==> src/rtl/ahb_master_arbiter.sv <==
// ahb_master_arbiter
// Shares one AHB-lite master port between NUM_REQ requesters. A round-robin
// arbiter picks one pending request in IDLE, then the sequencer runs a single
// NONSEQ address phase and its data phase. It honours hready wait states,
// hresp ERROR and an optional data-phase watchdog. Completion is reported
// back to the granted requester.
//
// Ports
//   hclk, hrst        clock, synchronous active-high reset
//   req_valid/write   per-requester request strobe and direction
//   req_addr/wdata    packed 32-bit fields, requester i at [32i+31:32i]
//   req_ready         one-cycle acceptance pulse (first address-phase cycle)
//   rsp_valid         one-cycle completion pulse
//   rsp_rdata/rsp_err read data and error flag, qualified by rsp_valid
//   hsel..hprot       AHB master outputs
//   hrdata/hready/hresp AHB slave responses
module ahb_master_arbiter #(
    parameter int         NUM_REQ   = 2,
    parameter int         TIMEOUT   = 16,
    parameter logic [3:0] HPROT_VAL = 4'h0
) (
    input  logic                   hclk,
    input  logic                   hrst,
    input  logic [NUM_REQ-1:0]     req_valid,
    input  logic [NUM_REQ-1:0]     req_write,
    input  logic [NUM_REQ*32-1:0]  req_addr,
    input  logic [NUM_REQ*32-1:0]  req_wdata,
    output logic [NUM_REQ-1:0]     req_ready,
    output logic [NUM_REQ-1:0]     rsp_valid,
    output logic [31:0]            rsp_rdata,
    output logic                   rsp_err,
    output logic                   hsel,
    output logic                   hwrite,
    output logic [1:0]             htrans,
    output logic [31:0]            haddr,
    output logic [31:0]            hwdata,
    output logic [3:0]             hprot,
    input  logic [31:0]            hrdata,
    input  logic                   hready,
    input  logic [1:0]             hresp
);

    localparam int GW   = (NUM_REQ > 1) ? $clog2(NUM_REQ) : 1;
    // A disabled watchdog still gets a 1-bit counter so no vector is zero-width.
    localparam int WD_W = (TIMEOUT > 0) ? $clog2(TIMEOUT + 1) : 1;

    typedef enum logic [1:0] {
        ST_IDLE = 2'd0,
        ST_ADDR = 2'd1,
        ST_DATA = 2'd2,
        ST_RESP = 2'd3
    } state_t;

    state_t              state_r, state_s;
    logic [GW-1:0]       grant_r, grant_s;
    logic [GW-1:0]       last_grant_r, last_grant_s;
    logic                wr_r, wr_s;
    logic [31:0]         wdata_r, wdata_s;
    logic [WD_W-1:0]     wd_r, wd_s, wd_inc_s;
    logic                timeout_hit_s;
    logic                hsel_r, hsel_s, hwrite_r, hwrite_s;
    logic [1:0]          htrans_r, htrans_s;
    logic [31:0]         haddr_r, haddr_s, hwdata_r, hwdata_s;
    logic [3:0]          hprot_r, hprot_s;
    logic [NUM_REQ-1:0]  req_ready_r, req_ready_s, rsp_valid_r, rsp_valid_s;
    logic [31:0]         rsp_rdata_r, rsp_rdata_s;
    logic                rsp_err_r, rsp_err_s;

    logic [31:0]         addr_arr_s  [NUM_REQ];
    logic [31:0]         wdata_arr_s [NUM_REQ];
    logic                hi_found_s, lo_found_s, any_req_s;
    logic [GW-1:0]       hi_idx_s, lo_idx_s, win_s;

    function automatic logic [NUM_REQ-1:0] onehot(input logic [GW-1:0] idx);
        onehot = {{(NUM_REQ-1){1'b0}}, 1'b1} << idx;
    endfunction

    for (genvar g = 0; g < NUM_REQ; g++) begin : g_unpack
        assign addr_arr_s[g]  = req_addr[32*g +: 32];
        assign wdata_arr_s[g] = req_wdata[32*g +: 32];
    end

    // Round-robin pick: the lowest requester above last_grant wins; if none,
    // wrap around to the lowest requester at or below last_grant.
    always_comb begin
        hi_found_s = 1'b0;
        lo_found_s = 1'b0;
        hi_idx_s   = {GW{1'b0}};
        lo_idx_s   = {GW{1'b0}};
        for (int i = 0; i < NUM_REQ; i++) begin
            if (req_valid[i] && !hi_found_s && (GW'(i) > last_grant_r)) begin
                hi_found_s = 1'b1;
                hi_idx_s   = GW'(i);
            end else if (req_valid[i] && !lo_found_s && (GW'(i) <= last_grant_r)) begin
                lo_found_s = 1'b1;
                lo_idx_s   = GW'(i);
            end else begin
                hi_found_s = hi_found_s;
            end
        end
        any_req_s = hi_found_s | lo_found_s;
        win_s     = hi_found_s ? hi_idx_s : lo_idx_s;
    end

    // Saturating watchdog increment and expiry detect for the data phase.
    always_comb begin
        wd_inc_s      = (wd_r == {WD_W{1'b1}}) ? wd_r : (wd_r + {{(WD_W-1){1'b0}}, 1'b1});
        timeout_hit_s = (TIMEOUT != 0) && (wd_inc_s == WD_W'(TIMEOUT));
    end

    // Next-state and next-output logic; all outputs are registered below.
    always_comb begin
        state_s      = state_r;
        grant_s      = grant_r;
        last_grant_s = last_grant_r;
        wr_s         = wr_r;
        wdata_s      = wdata_r;
        wd_s         = wd_r;
        hsel_s       = hsel_r;
        hwrite_s     = hwrite_r;
        htrans_s     = htrans_r;
        haddr_s      = haddr_r;
        hwdata_s     = hwdata_r;
        hprot_s      = hprot_r;
        req_ready_s  = {NUM_REQ{1'b0}};
        rsp_valid_s  = {NUM_REQ{1'b0}};
        rsp_rdata_s  = rsp_rdata_r;
        rsp_err_s    = rsp_err_r;
        case (state_r)
            ST_IDLE: begin
                if (any_req_s) begin
                    state_s     = ST_ADDR;
                    grant_s     = win_s;
                    wr_s        = req_write[win_s];
                    wdata_s     = wdata_arr_s[win_s];
                    hsel_s      = 1'b1;
                    htrans_s    = 2'b10;
                    haddr_s     = addr_arr_s[win_s];
                    hwrite_s    = req_write[win_s];
                    hprot_s     = HPROT_VAL;
                    req_ready_s = onehot(win_s);
                end else begin
                    state_s = ST_IDLE;
                end
            end
            ST_ADDR: begin
                if (hready) begin
                    state_s  = ST_DATA;
                    hsel_s   = 1'b0;
                    htrans_s = 2'b00;
                    hwrite_s = 1'b0;
                    // Reads leave the write-data bus untouched.
                    hwdata_s = wr_r ? wdata_r : hwdata_r;
                end else begin
                    state_s = ST_ADDR;
                end
            end
            ST_DATA: begin
                if (hready) begin
                    state_s     = ST_RESP;
                    rsp_rdata_s = wr_r ? rsp_rdata_r : hrdata;
                    rsp_err_s   = (hresp == 2'b01);
                    rsp_valid_s = onehot(grant_r);
                end else if (timeout_hit_s) begin
                    state_s     = ST_RESP;
                    wd_s        = wd_inc_s;
                    rsp_err_s   = 1'b1;
                    rsp_valid_s = onehot(grant_r);
                end else begin
                    wd_s = wd_inc_s;
                end
            end
            ST_RESP: begin
                state_s      = ST_IDLE;
                last_grant_s = grant_r;
                wd_s         = {WD_W{1'b0}};
            end
            default: begin
                state_s = ST_IDLE;
            end
        endcase
    end

    // State and output registers with synchronous reset.
    always_ff @(posedge hclk) begin
        if (hrst) begin
            state_r      <= ST_IDLE;
            grant_r      <= {GW{1'b0}};
            last_grant_r <= GW'(NUM_REQ - 1);
            wr_r         <= 1'b0;
            wdata_r      <= 32'h0000_0000;
            wd_r         <= {WD_W{1'b0}};
            hsel_r       <= 1'b0;
            hwrite_r     <= 1'b0;
            htrans_r     <= 2'b00;
            haddr_r      <= 32'h0000_0000;
            hwdata_r     <= 32'h0000_0000;
            hprot_r      <= 4'h0;
            req_ready_r  <= {NUM_REQ{1'b0}};
            rsp_valid_r  <= {NUM_REQ{1'b0}};
            rsp_rdata_r  <= 32'h0000_0000;
            rsp_err_r    <= 1'b0;
        end else begin
            state_r      <= state_s;
            grant_r      <= grant_s;
            last_grant_r <= last_grant_s;
            wr_r         <= wr_s;
            wdata_r      <= wdata_s;
            wd_r         <= wd_s;
            hsel_r       <= hsel_s;
            hwrite_r     <= hwrite_s;
            htrans_r     <= htrans_s;
            haddr_r      <= haddr_s;
            hwdata_r     <= hwdata_s;
            hprot_r      <= hprot_s;
            req_ready_r  <= req_ready_s;
            rsp_valid_r  <= rsp_valid_s;
            rsp_rdata_r  <= rsp_rdata_s;
            rsp_err_r    <= rsp_err_s;
        end
    end

    assign hsel      = hsel_r;
    assign hwrite    = hwrite_r;
    assign htrans    = htrans_r;
    assign haddr     = haddr_r;
    assign hwdata    = hwdata_r;
    assign hprot     = hprot_r;
    assign req_ready = req_ready_r;
    assign rsp_valid = rsp_valid_r;
    assign rsp_rdata = rsp_rdata_r;
    assign rsp_err   = rsp_err_r;

endmodule

==> config.mk <==
export PLATFORM = sky130hd
export DESIGN_NAME = ahb_master_arbiter
export DESIGN_NICKNAME = d
export VERILOG_FILES = /design/src/rtl/ahb_master_arbiter.sv
export SDC_FILE = /design/constraint.sdc
export NUM_CORES = 1
export LEC_CHECK = 0
export CAP_MARGIN = 20
export CORE_MARGIN = 5
export CORE_UTILIZATION = 40
export DETAILED_ROUTE_END_ITERATION = 10
export PLACE_DENSITY = 0.87
export SYNTH_ARGS = -nofsm -noshare
export SYNTH_HDL_FRONTEND = slang
export SYNTH_SLANG_ARGS = --single-unit
==> constraint.sdc <==
create_clock -name hclk -period 2.7 [get_ports hclk]
set_input_delay 0.675 -clock hclk [delete_from_list [all_inputs] [get_ports hclk]]
set_output_delay 0.675 -clock hclk [all_outputs]
set_load 0.1 [all_outputs]
# Word level (Yosys, flattened, before mapping)
# Cells that the tools add are included.
# Widths: inputs -> output; s select.
dict set report totals {
  regBits 147
  latchBits 0
  ram_bits 0
  rom_bits 0
  inputBits 169
  output_inout_bits 109
  word_cells 98
  n_memories 0
}
dict set report classes {
  n_addsub 1
  mul 0
  div_mod_pow 0
  n_lt_le_gt_ge 6
  n_eq_ne 10
  shifts 2
  mux 38
  bitwise 6
  reduce_logical 20
}
# cell count
set ops {}
lappend ops {{$mux 32} 6}
lappend ops {{$mux 1} 18}
lappend ops {{$mux 2} 7}
lappend ops {{$eq 5x5->1 const B} 2}
lappend ops {{$mux 5} 2}
lappend ops {{$pmux 5 s2} 1}
lappend ops {{$reduce_and 3->1} 3}
lappend ops {{$pmux 2 s4} 1}
lappend ops {{$logic_and 1x1->1} 6}
lappend ops {{$ne 2x2->1 const B} 3}
lappend ops {{$reduce_and 2->1} 3}
lappend ops {{$reduce_bool 2->1} 3}
lappend ops {{$add 5x1->5 const B} 1}
lappend ops {{$eq 2x1->1 const B} 2}
lappend ops {{$eq 2x2->1 const B} 2}
lappend ops {{$not 1->1} 4}
lappend ops {{$pmux 1 s2} 2}
lappend ops {{$pmux 2 s2} 1}
lappend ops {{$shl 1x1->2 const A} 2}
lappend ops {{$ne 3x3->1 const B} 1}
lappend ops {{$reduce_or 3->1} 1}
lappend ops {{$ge 2x2->1 const B} 1}
lappend ops {{$gt 1x1->1 const A} 2}
lappend ops {{$le 1x1->1 const A} 2}
lappend ops {{6 further kinds} 7}

# Logic depth before layout (Yosys ltp)
dict set report logic_depth {
  depth_word 14
  depth_mapped 6
  ltp_nobuf 5
}

# Worst setup path before layout
# No wires, ideal clock.
dict set report synth_timing {
  path_kind {register to output}
  from {register htrans_r[1], in the netlist htrans[1]}
  to {output port htrans[1]}
  arrival_time_ns 1.373
  required_time_ns 2.025
  path_slack_ns 0.652
  stages_incl_launch_ff 2
  path_buffers 1
  cell_sequence {dfxtp_1 > buf_4}
}
# item line_no
set synth_lines {}
lappend synth_lines {{from (decl)} 62} ;# logic [1:0] htrans_r, htrans_s;
lappend synth_lines {{from (signal assigned)} 212} ;# htrans_r <= htrans_s;
lappend synth_lines {{to (decl)} 34} ;# output logic [1:0] htrans,
# No word-level cell between the ends.

# Worst setup path after layout
dict set report layout_timing {
  from {input port req_valid[0]}
  to {register wdata_r[25]}
}
dict set report layout_via {
  elab_chain_len 13
  word_cells_on_any_way 24
  cone_classes {mux: 13; bitwise: 2; reduce/logical: 9}
}
# item line_no
set layout_rtl {}
lappend layout_rtl {{from (decl)} 24} ;# input logic [NUM_REQ-1:0] req_valid,
lappend layout_rtl {{$logic_and 1x1->1} 94} ;# end else if (req_valid[i] && !lo_found_s && (GW'(i) <= last_grant_r)) begin
lappend layout_rtl {{$mux 1} 94}
lappend layout_rtl {{$mux 1} 91} ;# if (req_valid[i] && !hi_found_s && (GW'(i) > last_grant_r)) begin
lappend layout_rtl {{$logic_not 1->1} 94}
lappend layout_rtl {{$logic_and 1x1->1 (2 in a row)} 94}
lappend layout_rtl {{$mux 1} 94}
lappend layout_rtl {{$mux 1} 91}
lappend layout_rtl {{$mux 1} 102} ;# win_s = hi_found_s ? hi_idx_s : lo_idx_s;
lappend layout_rtl {{$not 1->2 (not written as such)} 135} ;# wdata_s = wdata_arr_s[win_s];
lappend layout_rtl {{$mux 32 (not written as such) (3 in a row)} 135}
lappend layout_rtl {{to (signal assigned)} 208} ;# wdata_r <= wdata_s;
lappend layout_rtl {{to (decl)} 58} ;# logic [31:0] wdata_r, wdata_s;
# Parallel ways exist; a longest one is shown, timed or not. The select of a mux whose other input is x is not followed.
# A chain may end at the register's enable or synchronous reset.

==> results.sh <==
export IMPL_grt_setup_unrepaired="false"
export IMPL_synth_area_top_cells="dfxtp_1, mux2i_1, nand2_1"
export IMPL_final_nets=1081
export IMPL_synthArstFlopShare=0
export IMPL_grt_usage=0.195
export IMPL_synth_seq_cells=145
export IMPL_r2r_setup_slack_ns=0.93
export IMPL_cp_end_kind="register"
export IMPL_h_tree_depth=4
export IMPL_critPathTopFamily="buffers and inverters"
export IMPL_cellLeakagePower_nw=3.54
export IMPL_firstDrtPassIters=4
export IMPL_die_w_um=131
export IMPL_hold_violations=0
export IMPL_cp_slowest_cell="clkdlybuf4s50_1"
export IMPL_fin_tns_setup_ns=0
export IMPL_cts_buffer_depth=2
export IMPL_pre_cts_ws_ns=0.285
export IMPL_grt_max_degree=132
export IMPL_io_pins=278
export IMPL_whs_ns=0.452
export IMPL_antenna_left=0
export IMPL_synth_most_common_cell="dfxtp_1"
export IMPL_synth_top_area_frac=0.496
export IMPL_grt_pass1_vias=5350
export IMPL_core_mm2=0.0144
export IMPL_hold_class="reg -> reg"
export IMPL_dieArea_mm2=0.0172
export IMPL_final_core_util=0.627
export IMPL_finalInstanceArea_mm2=0.00905
export IMPL_max_freq_mhz=495
export IMPL_p_per_area_mw_per_mm2=705
export IMPL_postCtsHoldBufs=0
export IMPL_drt_wirelength_per_cell_um=15.3
export IMPL_avgSynthCellArea_um2=8.81
export IMPL_root_buffer="clkbuf_16"
export IMPL_period_needed_ns=2.02
export IMPL_synth_cell_area_mm2=0.00585
export IMPL_synth_cell_type_count=43
export IMPL_finalCritPeriodShare=0.749
export IMPL_numCtsBuffers=17
export IMPL_slew_viol_final=0
export IMPL_antenna_found_initial=0
export IMPL_grt_pass1_wl_mm=26.0
export IMPL_startpoint_type="primary input"
export IMPL_cts_resized=0
export IMPL_nFillCells=1234
export IMPL_fin_skew_ns=0.00746
export IMPL_relSlewSlack=0.503
export IMPL_place_hpwl_mm=12.5
export IMPL_final_setup_viol_count=0
export IMPL_seq_area_frac_synth=0.496
export IMPL_synth_warnings=0
export IMPL_slowest_delay_ns=0.53
export IMPL_start_util=0.406
export IMPL_cp_required_ns=3.02
export IMPL_cpMostUsedCell="nor2_1"
export IMPL_avgViaCountPerCell=4.96
export IMPL_postCtsSetupBuffers=0
export IMPL_worst_slew_pin_slew_ns=0.746
export IMPL_antennaDiodeCount=0
export IMPL_fp_dieH_um=131
export IMPL_syn_instance_count=664
export IMPL_maxCapViolCount=0
export IMPL_port_buffers=272
export IMPL_path_clk_slew_ns=0.06
export IMPL_cts_tree="done"
export IMPL_grt_overflow_total=0
export IMPL_synth_flop_cell="dfxtp_1"
export IMPL_synth_top_area_cell="dfxtp_1"
export IMPL_clk_latency_ns=0.42
export IMPL_criticalPathCategory="in -> reg"
export IMPL_drc=0
export IMPL_dpl_cell_area_mm2=0.00844
export IMPL_vias=5498
export IMPL_crit_chain="clkdlybuf4s50_1 > nor2_1 > nor3_4 > buf_12 > nor2_1 > a211oi_1"
export IMPL_drive_above_1_share=0.169
export IMPL_gp_congestion=0.786
export IMPL_synth_commonest_cells="dfxtp_1, nand2_1, a21oi_1, nor2_1"
export IMPL_cp_arrival_ns=2.34
export IMPL_status="completed"
export IMPL_routed_wirelength_mm=16.9
export IMPL_clkSinkCount=145
export IMPL_syn_to_final_growth_pct=54.6
export IMPL_cp_num_buf_inv=2
export IMPL_setup_slack_ns=0.678
export IMPL_ir_worst_vdd_mv=0.473
export IMPL_drtIter0Drc=385
export IMPL_worstPathMaxFanout=131
export IMPL_synth_edf_count=0
export IMPL_rows=44
## cell type report
class                           instances  area [um^2]  share of cell area
Inverter                                5         18.8             0.00207
Clock buffer                           22          454              0.0502
Timing Repair Buffer                  286         2640               0.292
Clock inverter                         10          159              0.0176
Sequential cell                       145         2900               0.321
Tap cell                              184          230              0.0254
Multi-Input combinational cell        456         2650               0.292
## final timing paths
path                      startpoint                  endpoint  cells past startpoint
max                     req_valid[0]  wdata_r[25]$_SDFFE_PP0P_                      6
min reg2reg  wdata_r[1]$_SDFFE_PP0P_    hwdata[1]$_SDFFE_PP0P_                      2
min          wdata_r[1]$_SDFFE_PP0P_    hwdata[1]$_SDFFE_PP0P_                      2
max reg2reg     wd_r[0]$_SDFFE_PP0P_      rsp_err$_SDFFE_PP0P_                      5
## cell families after synthesis
logic type | count (synthesis) | share of synthesized area
and+or+nand+nor | 225 | 0.154
AOI/OAI and AO/OA | 156 | 0.171
DFF | 145 | 0.496
muxes | 68 | 0.117
buffers and inverters | 67 | 0.0581
adders and majority gates | 1 | 0.00214
other | 1 | 0.000641
xor gates and xnor gates | 1 | 0.00150
## through the flow
stage / total power [mW] / cells
floorplan: 3.50 / 668
global placement: 3.97 / 1076
detailed placement: 3.99 / 1076
CTS: 6.43 / 1108
global route: 6.64 / 1108
finish: 6.38 / 1108
## power breakdown
group          switching [mW]  internal [mW]  total [mW]
registers              0.0948           2.30        2.39
logic                    1.03          0.518        1.55
clock network           0.869           1.57        2.44
## registers in the layout, summed over array words and instances, names as in the netlist, 2 cells and up, named ones only
register   cells
haddr         32
hwdata        32
rsp_rdata     32
wdata_r       32
wd_r           5
req_ready      2
rsp_valid      2
## worst register-to-register path: stages, from the launching register on
cell and delay, ns:
dfxtp_1 0.45, ha_1 0.34, nand4_1 0.14, mux2_2 0.25
nand4_1 0.20, a311oi_1 0.30
## cell usage in the layout, fill, tap and decap left out, drive strengths merged, types with 22 or more instances in the layout
master,n
clkbuf,22
mux2i,66
clkdlybuf4s50,167
dfxtp,145
a21oi,73
nand2,134
nor2,73
a211oi,67
buf,119
## per-layer routing
layer	wire [um]	part of all wire	global-route usage
met1	6090	0.36	0.205
met2	8670	0.51	0.337
met3	1630	0.096	0.0858
met4	530	0.031	0.0835
met5	0	0	0
No activity file was read; power rests on OpenSTA's default activity.
